**config.mk**
```make
export PLATFORM = sky130hd
export DESIGN_NAME = bp_ptw_walker
export DESIGN_NICKNAME = d
export VERILOG_FILES = /design/src/rtl/bp_ptw_walker.sv
export SDC_FILE = /design/constraint.sdc
export NUM_CORES = 1
export LEC_CHECK = 0
export CAP_MARGIN = 20
export CORE_MARGIN = 4
export CORE_UTILIZATION = 55
export CTS_BUF_LIST = sky130_fd_sc_hd__clkbuf_2
export DETAILED_ROUTE_END_ITERATION = 6
export DONT_BUFFER_PORTS = 1
export GPL_TIMING_DRIVEN = 0
export PLACE_DENSITY_LB_ADDON = 0.15
export SETUP_SLACK_MARGIN = 0.3
export SLEW_MARGIN = 25
export SYNTH_ARGS = -nofsm -noshare
export SYNTH_HDL_FRONTEND = slang
export SYNTH_SLANG_ARGS = --single-unit
```
**constraint.sdc**
```tcl
create_clock -name clk_i -period 2.4 [get_ports clk_i]
set_clock_uncertainty 0.15 [all_clocks]
set_input_delay 0.12 -clock clk_i [delete_from_list [all_inputs] [get_ports clk_i]]
set_output_delay 0.12 -clock clk_i [all_outputs]
set_load 0.03 [all_outputs]
```
**src/rtl/bp_ptw_walker.sv**
```systemverilog
// SV39 hardware page-table walker: services TLB misses, fills leaf entries into the TLB or raises page faults.
// Optional feature macro: BP_PTW_SUPERPAGE_EN enables level-2 (gigapage) and level-1 (megapage) leaves.
module bp_ptw_walker #(
    localparam int vtag_width_p    = 27,
    localparam int ptag_width_p    = 28,
    localparam int paddr_width_p   = 40,
    localparam int dword_width_gp  = 64,
    localparam int pt_levels_p     = 3,
    localparam int vpn_idx_width_p = 9,
    localparam int entry_width_lp  = ptag_width_p + 7
) (
    input  logic                      clk_i,
    input  logic                      reset_i,
    input  logic                      flush_i,
    input  logic [ptag_width_p-1:0]   satp_ppn_i,

    input  logic                      miss_v_i,
    output logic                      ready_o,
    input  logic [vtag_width_p-1:0]   miss_vtag_i,
    input  logic                      miss_instr_i,
    input  logic                      miss_load_i,
    input  logic                      miss_store_i,

    output logic                      mem_req_v_o,
    input  logic                      mem_req_ready_i,
    output logic [paddr_width_p-1:0]  mem_req_paddr_o,
    input  logic                      mem_resp_v_i,
    input  logic [dword_width_gp-1:0] mem_resp_data_i,

    output logic                      w_v_o,
    output logic [vtag_width_p-1:0]   w_vtag_o,
    output logic [entry_width_lp-1:0] w_entry_o,

    output logic                      instr_page_fault_o,
    output logic                      load_page_fault_o,
    output logic                      store_page_fault_o,
    output logic                      busy_o
);

    localparam logic [2:0] E_IDLE  = 3'd0;
    localparam logic [2:0] E_SEND  = 3'd1;
    localparam logic [2:0] E_RECV  = 3'd2;
    localparam logic [2:0] E_WRITE = 3'd3;
    localparam logic [2:0] E_FAULT = 3'd4;
    localparam logic [2:0] E_DRAIN = 3'd5;

    logic [2:0]                r_state;
    logic [1:0]                r_level;
    logic [vtag_width_p-1:0]   r_vtag;
    logic [ptag_width_p-1:0]   r_ppn;
    logic                      r_instr;
    logic                      r_load;
    logic                      r_store;
    logic [entry_width_lp-1:0] r_entry;

    logic [ptag_width_p-1:0]    w_pte_ppn;
    logic                       w_pte_v, w_pte_r, w_pte_w, w_pte_x;
    logic                       w_pte_u, w_pte_a, w_pte_d;
    logic [vpn_idx_width_p-1:0] w_vpn;
    logic                       w_misaligned;
    logic [ptag_width_p-1:0]    w_fill_ptag;
    logic                       w_level_ok;
    logic                       w_gigapage;
    logic                       w_invalid;
    logic                       w_leaf;
    logic                       w_leaf_fault;
    logic                       w_req_fire;
    logic [entry_width_lp-1:0]  w_entry_next;
    logic                       w_unused;

    assign w_pte_ppn = mem_resp_data_i[10 +: ptag_width_p];
    assign w_pte_v   = mem_resp_data_i[0];
    assign w_pte_r   = mem_resp_data_i[1];
    assign w_pte_w   = mem_resp_data_i[2];
    assign w_pte_x   = mem_resp_data_i[3];
    assign w_pte_u   = mem_resp_data_i[4];
    assign w_pte_a   = mem_resp_data_i[6];
    assign w_pte_d   = mem_resp_data_i[7];

    // Global bit, RSW and the PPN bits beyond the physical tag play no part in the walk.
    assign w_unused = &{1'b0, mem_resp_data_i[dword_width_gp-1:10+ptag_width_p],
                        mem_resp_data_i[9:8], mem_resp_data_i[5]};

    always_comb begin
        case (r_level)
            2'd2:    w_vpn = r_vtag[2*vpn_idx_width_p +: vpn_idx_width_p];
            2'd1:    w_vpn = r_vtag[vpn_idx_width_p +: vpn_idx_width_p];
            default: w_vpn = r_vtag[0 +: vpn_idx_width_p];
        endcase
    end

    assign mem_req_paddr_o = {r_ppn, w_vpn, 3'b000};

    // Superpage leaves must be aligned; the fill tag takes its low bits from the virtual tag.
    always_comb begin
        w_misaligned = 1'b0;
        w_fill_ptag  = w_pte_ppn;
        case (r_level)
            2'd2: begin
                w_misaligned = |w_pte_ppn[0 +: 2*vpn_idx_width_p];
                w_fill_ptag  = {w_pte_ppn[ptag_width_p-1:2*vpn_idx_width_p],
                                r_vtag[0 +: 2*vpn_idx_width_p]};
            end
            2'd1: begin
                w_misaligned = |w_pte_ppn[0 +: vpn_idx_width_p];
                w_fill_ptag  = {w_pte_ppn[ptag_width_p-1:vpn_idx_width_p],
                                r_vtag[0 +: vpn_idx_width_p]};
            end
            default: ;
        endcase
    end

`ifdef BP_PTW_SUPERPAGE_EN
    assign w_level_ok = 1'b1;
    assign w_gigapage = (r_level == 2'd2);
`else
    assign w_level_ok = (r_level == 2'd0);
    assign w_gigapage = 1'b0;
`endif

    assign w_invalid    = ~w_pte_v | (w_pte_w & ~w_pte_r);
    assign w_leaf       = w_pte_r | w_pte_x;
    assign w_leaf_fault = ~w_level_ok | w_misaligned | ~w_pte_a | (r_store & ~w_pte_d);
    assign w_entry_next = {w_fill_ptag, w_gigapage, w_pte_a, w_pte_d, w_pte_u,
                           w_pte_x, w_pte_w, w_pte_r};
    assign w_req_fire   = mem_req_v_o & mem_req_ready_i;

    always_ff @(posedge clk_i) begin
        if (reset_i) begin
            r_state <= E_IDLE;
            r_level <= '0;
            r_vtag  <= '0;
            r_ppn   <= '0;
            r_instr <= 1'b0;
            r_load  <= 1'b0;
            r_store <= 1'b0;
            r_entry <= '0;
        end else begin
            case (r_state)
                E_IDLE: begin
                    if (miss_v_i && ready_o) begin
                        r_vtag  <= miss_vtag_i;
                        r_ppn   <= satp_ppn_i;
                        r_instr <= miss_instr_i;
                        r_load  <= miss_load_i;
                        r_store <= miss_store_i;
                        r_level <= 2'(pt_levels_p - 1);
                        r_state <= E_SEND;
                    end
                end
                E_SEND: begin
                    if (flush_i) begin
                        r_state <= w_req_fire ? E_DRAIN : E_IDLE;
                    end else if (w_req_fire) begin
                        r_state <= E_RECV;
                    end
                end
                E_RECV: begin
                    if (mem_resp_v_i) begin
                        if (flush_i) begin
                            r_state <= E_IDLE;
                        end else if (w_invalid) begin
                            r_state <= E_FAULT;
                        end else if (w_leaf) begin
                            if (w_leaf_fault) begin
                                r_state <= E_FAULT;
                            end else begin
                                r_entry <= w_entry_next;
                                r_state <= E_WRITE;
                            end
                        end else if (r_level == 2'd0) begin
                            r_state <= E_FAULT;
                        end else begin
                            r_level <= r_level - 2'd1;
                            r_ppn   <= w_pte_ppn;
                            r_state <= E_SEND;
                        end
                    end else if (flush_i) begin
                        // Request already accepted: its response must still be absorbed.
                        r_state <= E_DRAIN;
                    end
                end
                E_WRITE, E_FAULT: r_state <= E_IDLE;
                E_DRAIN: begin
                    if (mem_resp_v_i) begin
                        r_state <= E_IDLE;
                    end
                end
                default: r_state <= E_IDLE;
            endcase
        end
    end

    assign ready_o            = (r_state == E_IDLE) & ~flush_i;
    assign busy_o             = (r_state != E_IDLE);
    assign mem_req_v_o        = (r_state == E_SEND);
    assign w_v_o              = (r_state == E_WRITE) & ~flush_i;
    assign w_vtag_o           = r_vtag;
    assign w_entry_o          = r_entry;
    assign instr_page_fault_o = (r_state == E_FAULT) & ~flush_i & r_instr;
    assign load_page_fault_o  = (r_state == E_FAULT) & ~flush_i & r_load;
    assign store_page_fault_o = (r_state == E_FAULT) & ~flush_i & r_store;

endmodule

```
# --- Word level (Yosys, flattened, before mapping) ---
# Index checks and enable logic that the tools add are counted.
word_totals:
  regBits: 97
  out_inout_bits: 109
  in_bits: 128
  word_cells: 88
classes:
  bitwise_logic: 22
  eq_ne: 16
  mux: 30
  n_reduce_logical: 11
  n_addsub: 1
op_table:
  columns: ["op", "count"]
  rows:
  - ["$mux 28", 6]
  - ["$pmux 28 s2", 1]
  - ["$mux 3", 12]
  - ["$pmux 18 s2", 1]
  - ["$pmux 9 s2", 1]
  - ["$reduce_or 18->1", 1]
  - ["$ne 2x2->1 const B", 7]
  - ["$mux 2", 6]
  - ["$pmux 3 s4", 1]
  - ["$and 1x1->1", 9]
  - ["$reduce_or 9->1", 1]
  - ["$not 1->1", 8]
  - ["$reduce_and 7->1", 1]
  - ["$eq 3x2->1 const B", 2]
  - ["$eq 3x3->1 const B", 2]
  - ["$reduce_and 6->1", 1]
  - ["$or 1x1->1", 5]
  - ["$pmux 2 s2", 1]
  - ["$reduce_and 4->1", 1]
  - ["$eq 3x1->1 const B", 1]
  - ["$logic_not 3->1", 1]
  - ["$ne 3x2->1 const B", 1]
  - ["$ne 3x3->1 const B", 1]
  - ["$reduce_bool 3->1", 1]
  - ["8 further kinds", 8]

# --- Logic depth before layout (Yosys ltp) ---
logic_depth:
  depth_word: 11
  depth_mapped: 8
  depth_no_buf: 6

# --- Worst setup path after synthesis ---
# OpenSTA, ideal clock, no wires.
synth_timing:
  kind: "register -> output"
  from: "reg r_level[0]"
  to: "out mem_req_paddr_o[7]"
  required_ns: 2.130
  n_path_buf: 3
  path_slack_ns: -0.012
  stages_incl_launch_ff: 8
  t_arrival_ns: 2.142
  cell_sequence: "dfxtp_1 inv_1 ha_1 clkbuf_1 clkbuf_1 buf_1 nor2_1 a21oi_1"
synth_between:
  elab_chain_len: 2
  word_cells_on_any_way: 3
  classes_between: "eq/ne: 2; mux: 1"
synth_lines:
  columns: ["element", "line_no", "rtl"]
  rows:
  - ["from (decl)", "48", "logic [1:0] r_level;"]
  - ["from (signal assigned)", "147", "r_level <= 2'(pt_levels_p - 1);"]
  - ["from (signal assigned)", "174", "r_level <= r_level - 2'd1;"]
  - ["$eq 2x1->1 or $eq 2x2->1 (tied branches)", "85", "case (r_level)"]
  - ["$pmux 9 s2 *", "85", null]
  - ["to (decl)", "26", "output logic [paddr_width_p-1:0] mem_req_paddr_o,"]
# Every way passes the cells marked *; elsewhere a longest branch is shown, timed or not.

# --- Final worst setup path ---
layout_timing:
  from: "reg r_level[0]"
  to: "out mem_req_paddr_o[9]"
# The elaborated chain is that of the path after synthesis.

==> flow_summary.ini <==
[synthesis]
synth_seq_cells = 97
synthArstFlopShare_pct = 0
synth_top_flop_cell = dfxtp_1
synth_common_cells = nand2_1, a21oi_1, dfxtp_1
synth_top_area_share_pct = 41.4
yosysWarnings = 0
synth-edff-count = 0
yosys.area.top_type = dfxtp_1
synth_area_um2 = 4700
synthCells = 562
synth_cell_types = 43
synth_most_common_cell = nand2_1
postSynthAreaPerCell_um2 = 8.36
synthTopCellsByArea = dfxtp_1, a21oi_1, nand2_1, a311oi_2, a211oi_1
ys_seq_area_share_pct = 41.4

[grt]
grtUsageMet1_pct = 40.0
use_met2_pct = 59.3
overflow = 0
use_met3_pct = 8.48
grt_pass1_wl_mm = 27.4
grt_start_max_net_pins = 16
gr-usage-all-layers_pct = 34.6
top_usage_layer = met2
antenna_found_initial = 0
grt_pass1_vias = 5173

[floorplan]
coreArea_um2 = 8260
die_h_um = 100
io_pins = 237
num_rows = 33
die_w_um = 100
die_area_um2 = 10100
initial_core_util_pct = 56.9

[power]
pwr-share-seq_pct = 44.9
combinationalPowerShare_pct = 33.7
power_density_nw_per_um2 = 695
p_switching_mw = 1.81
ir_drop_mv = 0.471
swShare_pct = 38.4
leakagePower_nw = 2.40
intPower_mw = 2.91
pwr-share-clk_pct = 21.3

[clocking]
clk_path_buf_depth = 2
clk_pin_slew_ns = 0.28
clock_latency_ns = 0.54
cts_tree = yes
numCtsBuffers = 9
cts_sinks = 97
root_buffer = clkbuf_2
htree_levels = 3

[route]
drc = 0
avgRoutedWirePerCell_um = 22.7
vias_per_cell = 6.37
dr.pass1.iters = 7
antenna_left = 0
drt_iter0_drc = 415
routed_wl_mm = 18.4
vias = 5157

[worst_setup_path]
cp-end-kind = output port
r2r_slack_ns = 0.17
cp_num_buf_inv = 4
cp_slowest_cell = dfxtp_2
cpPeakStageDelay_ns = 0.41
crit_type = reg -> out
worstPathCellList = inv_2 -> ha_4 -> buf_8 -> clkbuf_16 -> buf_12 -> nor2_4 -> a21oi_4
cp_max_fo = 8
worst_ep_required_time_ns = 2.13
path_delay_family = buffers and inverters
cp.arrival_ns = 1.98
setup.worst_path.start_class = register

[timing]
max_slew.worst_pin.slew_ns = 0.864
grt_setup_unrepaired = yes
drv_slew = 0
maxSlewHeadroom_pct = 42.0
hold_violations = 0
timing.final.crit_share_pct = 93.7
fin_setup_tns_ns = 0
fmax_ghz = 0.445
setup_viol = 0
fin_ws_ns = 0.151
post-route-min-period_ns = 2.25
whs_ns = 0.0689

[run_status]
status = finished, final reports clean

[placement]
gp_congestion = 0.952
place_ws_ns = 0.0139
port_buffers = 0
hpwlAfterDp_mm = 11.2

[cells_and_area]
seq_area_um2 = 1960
fill_cells = 498
multi_input_area_um2 = 2710
final_layout_size_suffix_gt1_share_pct = 23.1
area_growth_pct = 44.8
fin_nets = 832
diodes = 0

[hold_path]
hold_class = in -> reg

[flow_run]
max_cap_violations = 0
-- power groups by stage --
stage               Sequential (mW)  Combinational [mW]  Clock (mW)
floorplan                      2.10               0.808           0
global placement               2.14               0.943           0
detailed placement             2.14               0.970           0
CTS                            2.12                1.41       0.998
global route                   2.13                1.68        1.06
finish                         2.12                1.59        1.01
-- worst reg2reg max path, delay by kind of cell (launching register included) --
family                 cells  cell delay, ns
DFF                        1            0.43
AOI/OAI and AO/OA          2            0.31
and+or+nand+nor            2            0.99
buffers and inverters      2            0.23
-- worst paths after layout --
check                             to            from  cells past startpoint
setup / recovery  mem_req_paddr_o[9]      r_level[0]                      7
hold / removal           w_vtag_o[1]  miss_vtag_i[1]                      3
setup reg to reg           r_ppn[10]      r_state[2]                      6
hold reg to reg              r_instr         r_instr                      2
-- through the flow --
stage	utilization, %	total power [mW]	instance area, um^2	cells
floorplan	-	2.91	4720	565
global placement	58.8	3.09	4850	670
detailed placement	58.8	3.11	4850	670
CTS	79.6	4.53	6580	803
global route	82.3	4.87	6800	810
finish	82.3	4.72	6800	810
-- routing by layer --
layer	routed length (um)	vias up
met5	0	-
li1	-	2287
met2	9110	327
met1	6770	2464
met4	926	0
met3	1620	79
-- final cells by class --
type / count / area share [%]
inverter: 5 / 0.276
clock buffer: 9 / 0.662
buffer: 59 / 6.88
sequential: 97 / 28.8
clock inverter: 6 / 1.58
tap: 105 / 1.93
timing repair buffer: 125 / 20.1
multi-input combinational: 404 / 39.8
-- sequential cells by signal (all words and copies together), names as in the netlist --
signal	flops
r_level	2
w_entry_o	34
r_ppn	28
w_vtag_o	27
r_load	1
r_state	3
r_instr	1
r_store	1
-- logic make-up after synthesis --
logic type | synth area share, %
AOI/OAI and AO/OA | 32.1
and+or+nand+nor | 18.4
DFF | 41.4
buffers and inverters | 7.30
adders and majority gates | 0.799
other | 0.0799
-- repair_timing --
| item | CTS | global route |
|---|---|---|
| cloned | 6 | 0 |
| buffers inserted | 14 | 6 |
| hold buffers | 98 | 2 |
| gates resized for setup | 81 | 61 |
| pin swaps | 22 | 14 |
| setup endpoints to repair | 74 | 95 |
| hold endpoints to repair | 96 | 3 |
-- cell usage in the layout, fill, tap and decap left out, drive strengths merged, types with 2 or more instances in the layout --
cell type | synthesis | final
and2 | 6 | 6
inv | 5 | 5
nand2 | 118 | 118
conb | 1 | 4
bufinv | 0 | 3
o311ai | 2 | 2
a311oi | 29 | 29
dfxtp | 97 | 97
buf | 33 | 60
nor2 | 14 | 14
nor4b | 2 | 2
a22oi | 19 | 19
a31oi | 2 | 2
clkinv | 0 | 2
nor3b | 2 | 2
dlygate4sd3 | 0 | 99
ha | 3 | 3
a211oi | 19 | 19
nand3 | 19 | 19
a21oi | 112 | 112
o21ai | 18 | 18
a2bb2oi | 2 | 2
clkbuf | 26 | 34
o31ai | 2 | 2
nand2b | 4 | 4
or3b | 2 | 2
and3 | 3 | 3
nor2b | 12 | 12
No activity file was read; power rests on OpenSTA's default activity.
